$ cat src/rtl/ddr_wr_ctrl.sv
// AXI write-burst master: a rising edge on i_mbus_wrq launches one fixed-length
// AXI write burst whose beats come from a first-word-fall-through source.
//
// state | meaning
// IDLE  | waiting for a wrq rising edge
// LATCH | capture burst address, clear beat counter
// AW    | address phase, awvalid high
// W     | data beats, wvalid high
// B     | waiting for write response, bready high
// DONE  | one-cycle completion pulse

module ddr_wr_ctrl #(
  parameter int MEM_DQ_WIDTH    = 16,
  parameter int CTRL_ADDR_WIDTH = 28,
  parameter int BURST_LENGTH    = 8,
  parameter int BURST_NUM       = 15,
  parameter int BURST_WIDTH     = 4
) (
  input  logic                                   i_axi_aclk,
  input  logic                                   i_rstn,
  output logic [CTRL_ADDR_WIDTH-1:0]             o_axi_awaddr,
  output logic [BURST_WIDTH-1:0]                 o_axi_awlen,
  output logic                                   o_axi_awvalid,
  input  logic                                   i_axi_awready,
  output logic [MEM_DQ_WIDTH*BURST_LENGTH-1:0]   o_axi_wdata,
  output logic [MEM_DQ_WIDTH*BURST_LENGTH/8-1:0] o_axi_wstrb,
  output logic                                   o_axi_wlast,
  output logic                                   o_axi_wvalid,
  input  logic                                   i_axi_wready,
  input  logic                                   i_axi_bvalid,
  output logic                                   o_axi_bready,
  input  logic                                   i_mbus_wrq,
  input  logic [CTRL_ADDR_WIDTH-1:0]             i_mbus_waddr,
  input  logic [MEM_DQ_WIDTH*BURST_LENGTH-1:0]   i_mbus_wdata,
  output logic                                   o_mbus_wdata_rq,
  output logic                                   o_mbus_wbusy,
  output logic                                   o_mbus_wdone
);

  typedef enum logic [2:0] {
    S_IDLE, S_LATCH, S_AW, S_W, S_B, S_DONE
  } state_t;

  state_t                     state_q, state_d;
  logic [1:0]                 wrq_sr_q, wrq_sr_d;
  logic [BURST_WIDTH-1:0]     beat_cnt_q, beat_cnt_d;
  logic [CTRL_ADDR_WIDTH-1:0] awaddr_q, awaddr_d;
  logic                       wrq_rise;
  logic                       beat_hs;
  logic                       last_beat;

  always_ff @(posedge i_axi_aclk) begin
    if (!i_rstn) begin
      state_q    <= S_IDLE;
      wrq_sr_q   <= 2'b00;
      beat_cnt_q <= '0;
      awaddr_q   <= '0;
    end else begin
      state_q    <= state_d;
      wrq_sr_q   <= wrq_sr_d;
      beat_cnt_q <= beat_cnt_d;
      awaddr_q   <= awaddr_d;
    end
  end

  // Edges seen outside IDLE are dropped, not queued.
  always_comb begin
    wrq_sr_d      = {wrq_sr_q[0], i_mbus_wrq};
    wrq_rise      = (wrq_sr_q == 2'b01);
    state_d       = state_q;
    beat_cnt_d    = beat_cnt_q;
    awaddr_d      = awaddr_q;
    o_axi_awvalid = 1'b0;
    o_axi_wvalid  = 1'b0;
    o_axi_bready  = 1'b0;
    o_mbus_wdone  = 1'b0;
    beat_hs       = 1'b0;
    last_beat     = 1'b0;
    case (state_q)
      S_IDLE: begin
        if (wrq_rise) state_d = S_LATCH;
      end
      S_LATCH: begin
        beat_cnt_d = '0;
        awaddr_d   = i_mbus_waddr;
        state_d    = S_AW;
      end
      S_AW: begin
        o_axi_awvalid = 1'b1;
        if (i_axi_awready) state_d = S_W;
      end
      S_W: begin
        o_axi_wvalid = 1'b1;
        beat_hs      = i_axi_wready;
        last_beat    = (beat_cnt_q == BURST_WIDTH'(BURST_NUM));
        if (beat_hs) begin
          beat_cnt_d = beat_cnt_q + BURST_WIDTH'(1);
          if (last_beat) state_d = S_B;
        end
      end
      S_B: begin
        o_axi_bready = 1'b1;
        if (i_axi_bvalid) state_d = S_DONE;
      end
      S_DONE: begin
        o_mbus_wdone = 1'b1;
        state_d      = S_IDLE;
      end
      default: state_d = S_IDLE;
    endcase
  end

  assign o_axi_awaddr    = awaddr_q;
  assign o_axi_awlen     = BURST_WIDTH'(BURST_NUM);
  assign o_axi_wstrb     = '1;
  assign o_axi_wdata     = i_mbus_wdata;
  assign o_axi_wlast     = last_beat;
  assign o_mbus_wdata_rq = beat_hs;
  assign o_mbus_wbusy    = (state_q != S_IDLE);

endmodule

$ cat config.mk
export PLATFORM = sky130hd
export DESIGN_NAME = ddr_wr_ctrl
export DESIGN_NICKNAME = d
export VERILOG_FILES = /design/src/rtl/ddr_wr_ctrl.sv
export SDC_FILE = /design/constraint.sdc
export NUM_CORES = 1
export LEC_CHECK = 0
export ABC_AREA = 1
export CORE_AREA = 5 5 130 132
export CTS_BUF_LIST = sky130_fd_sc_hd__clkbuf_16
export DETAILED_ROUTE_END_ITERATION = 8
export DIE_AREA = 0 0 135 137
export DONT_BUFFER_PORTS = 1
export GPL_TIMING_DRIVEN = 0
export PLACE_DENSITY = 0.33
export RECOVER_POWER = 25
export SYNTH_ARGS = -nofsm -noshare
export SYNTH_HDL_FRONTEND = slang
export SYNTH_SLANG_ARGS = --single-unit
$ cat constraint.sdc
create_clock -name i_axi_aclk -period 2 [get_ports i_axi_aclk]
set_input_delay 0.2 -clock i_axi_aclk [delete_from_list [all_inputs] [get_ports i_axi_aclk]]
set_output_delay 0.2 -clock i_axi_aclk [all_outputs]
set_load 0.1 [all_outputs]
==> qor.txt <==
WS Path Type: reg2out
CP required: 1.80 ns
XOR/XNOR share of the synthesized area: 0%
FP Rows: 46
CTS Buffer Depth: 2
Synth Flop Type: dfxtp_1
Reg-to-Reg Start: state_q[1]
Port bufs: 0
Mux cell area share after synthesis: 0%
Final core occ: 19.9%
Cell area after synthesis: 0.00262 sq mm
CTS tree: built
Post-DP HPWL: 7030 um
Worst slew pin tran: 1.17 ns
Area delta synth->final: 18.4%
Initial Utilization: 16.8%
Latest clock arrival within the worst-skew pair: 0.29 ns
Area of the multi-input gates: 757 sq um
Pleak: 1.34 nW
Fin. max-slew vios: 0
R2r setup slk: 0.13 ns
Cell Pwr Density: 1850 mW/mm^2
Max-Cap Viols: 0
DIE WIDTH: 135 um
Synthesized flop and latch total: 37
GRT Total Usage: 7.85%
Antenna Nets Post-Route: 0
Final critical-path required period: 2.04 ns
Yosys top cell by area: buf_4
Largest family of logic cells by synthesized area: buffers and inverters
CTS Sinks: 37
FF+latch area: 749 sq um
N_diodes: 0
Simple-gate share of the synthesized area: 17.0%
Routed WL per cell: 14.0 um
Critical path endpoint: o_mbus_wdata_rq
Crit path capture type: output pin
Via count: 2114
Final Cell Area: 0.00311 sq mm
Initial antenna violation count: 0
Post-Synthesis Cells: 352
Mean Syn Cell Area: 7.45 sq um
Setup ws final: -0.0411 ns
Pre-antenna DRT Iters: 7
Routability Congestion: 0.724
Post-synth EDFFs: 0
Final Hold Fails: 0
Fmax achieved: 490 MHz
Total CTS buffers: 5
RSZ-0062 raised after global routing: yes
Ranking of synthesized cells by area: buf_4 (42%), dfxtp_1 (28%), nand2_1 (10%)
Unique cell type count in the Yosys netlist: 22
Post-DP Area: 0.00307 sq mm
CP Launch Type: flop
Post-layout instance count excluding filler cells: 603
VDD IR max: 464 uV
Area fraction of the dominant cell type after synthesis: 42.3%
Fin Clk Skew: 0.00417 ns
Post-synthesis sequential area ratio: 28.2%
Wirelength, routed: 8470 um
Tcrit/Tclk final: 102%
I/O pin total: 345
Critical R2R Capture: beat_cnt_q[0]
First-pass GRT wire length: 11100 um
Final #Nets: 549
Worst EP arrival: 1.84 ns
Failing checks: setup timing
CTS root buf: clkbuf_16
Largest net degree at the start of global routing: 13
Setup total negative slack: -0.0411 ns
Worst slew margin: 22.4%
DRC: 0
Worst setup path startpoint: state_q[1]
Vias in the first global route: 2042
Pwr Total: 5.74 mW
Die Y: 137 um
Area share of fa/ha/maj cells after synthesis: 0.477%
Hold WC Path Type: in2reg
Crit Path Max Fanout: 7
GRT overflow: 0
H-tree depth: 2
Asr flop ratio synth: 0%
Reg2Reg Depth: 6
Layout fillers: 1812
Die ar.: 0.0185 sq mm
Dpl ws: -0.249 ns
Status: finished with violations
Detailed Route Iter0 Violations: 35
Ys Warns: 0
Hold WS: 0.0486 ns
Final Setup Violations: 1
Ratio of cells with drive above 1 in the final layout: 35.1%
Complex-gate fraction of the synthesized area: 6.72%
Dpl cells: 591
Reg clk slew, reported paths: 0.06 ns
Core Area: 0.0156 sq mm
Vias per cell: 3.51
## layout make-up
type                    count  share of cell area, %
plain buffers             158                   32.3
multi-input cells         160                   24.4
flip-flops and latches     37                   24.1
well taps                 216                   8.70
clock buffers               5                   4.03
repair buffers              8                   3.06
inverters                  16                   2.05
clock inverters             3                   1.33
## synth_stat cells (2+ instances only)
cell type,number
inv_1,13
buf_2,3
inv_2,3
clkbuf_1,2
o21ai_0,2
nand2_2,3
nand2_1,73
a21oi_1,32
buf_4,148
nor2_1,9
dfxtp_1,37
buf_6,4
nand3_1,7
nor3_1,5
nand4_1,4
## cell families after synthesis
family | count (synthesis)
other | 1
adder cells (fa/ha/maj) | 1
AND/OR/NAND/NOR | 104
buffers and inverters | 174
AO/OA/AOI/OAI | 35
flip-flops | 37
## power breakdown
part           switching (mW)  internal, mW
registers                1.03         0.913
clock network           0.334         0.584
logic                    2.26         0.615
total                    3.63          2.11
## sequential cells by signal, indices dropped and copies added (netlist names)
| signal | flops |
|---|---|
| o_axi_awaddr | 28 |
| state_q | 3 |
| wrq_sr_q | 2 |
| beat_cnt_q | 4 |
## placed cells by master, fill, tap and decap left out, types with 2 or more instances in the layout
cell / Yosys / layout
clkbuf_1: 2 / 50
nand3_1: 7 / 7
inv_2: 3 / 3
buf_1: 0 / 2
o21ai_0: 2 / 2
buf_16: 0 / 2
buf_4: 148 / 103
nor2_4: 1 / 2
a21oi_1: 32 / 32
nand2_2: 3 / 2
inv_1: 13 / 12
buf_2: 3 / 3
clkbuf_16: 0 / 5
nor3_1: 5 / 2
conb_1: 1 / 20
dfxtp_4: 0 / 2
nand2_1: 73 / 73
clkinvlp_4: 0 / 2
nand4_1: 4 / 4
nor2_1: 9 / 8
nor3_4: 0 / 3
buf_6: 4 / 4
dfxtp_1: 37 / 34
## per-layer routing
metal  up-vias  share of wire [%]  global-route usage (%)
met5         -                  0                       0
met4         0                1.4                    3.02
met3         7                 13                    3.46
met2       175                 55                    15.2
met1       935                 31                    7.16
li1        997                  -                       -
## worst max-delay path, cell delays in order (launching register included)
cell        delay (ns)
dfxtp_4           0.36
nand2_4           0.05
nor2_4            0.57
nand2_2           0.16
clkinvlp_4        0.39
## timing repair
action | 4_1_cts | 5_1_grt
endpoints found under the setup margin | 4 | 2
resized for setup | 7 | 0
hold endpoints to repair | 1 | 0
setup buffers | 3 | 0
hold buffers | 1 | 0
pin swaps | 4 | 1
## how the worst min path moves through the flow
stage                                start                to  cells past startpoint
after floorplan                 i_mbus_wrq       wrq_sr_q[0]                      2
after global placement          i_mbus_wrq       wrq_sr_q[0]                      2
after detailed placement        i_mbus_wrq       wrq_sr_q[0]                      2
after CTS                 i_mbus_waddr[27]  o_axi_awaddr[27]                      2
after global routing      i_mbus_waddr[27]  o_axi_awaddr[27]                      2
final                      i_mbus_waddr[5]   o_axi_awaddr[5]                      2
Note: power is estimated with default switching activity, not from simulation.
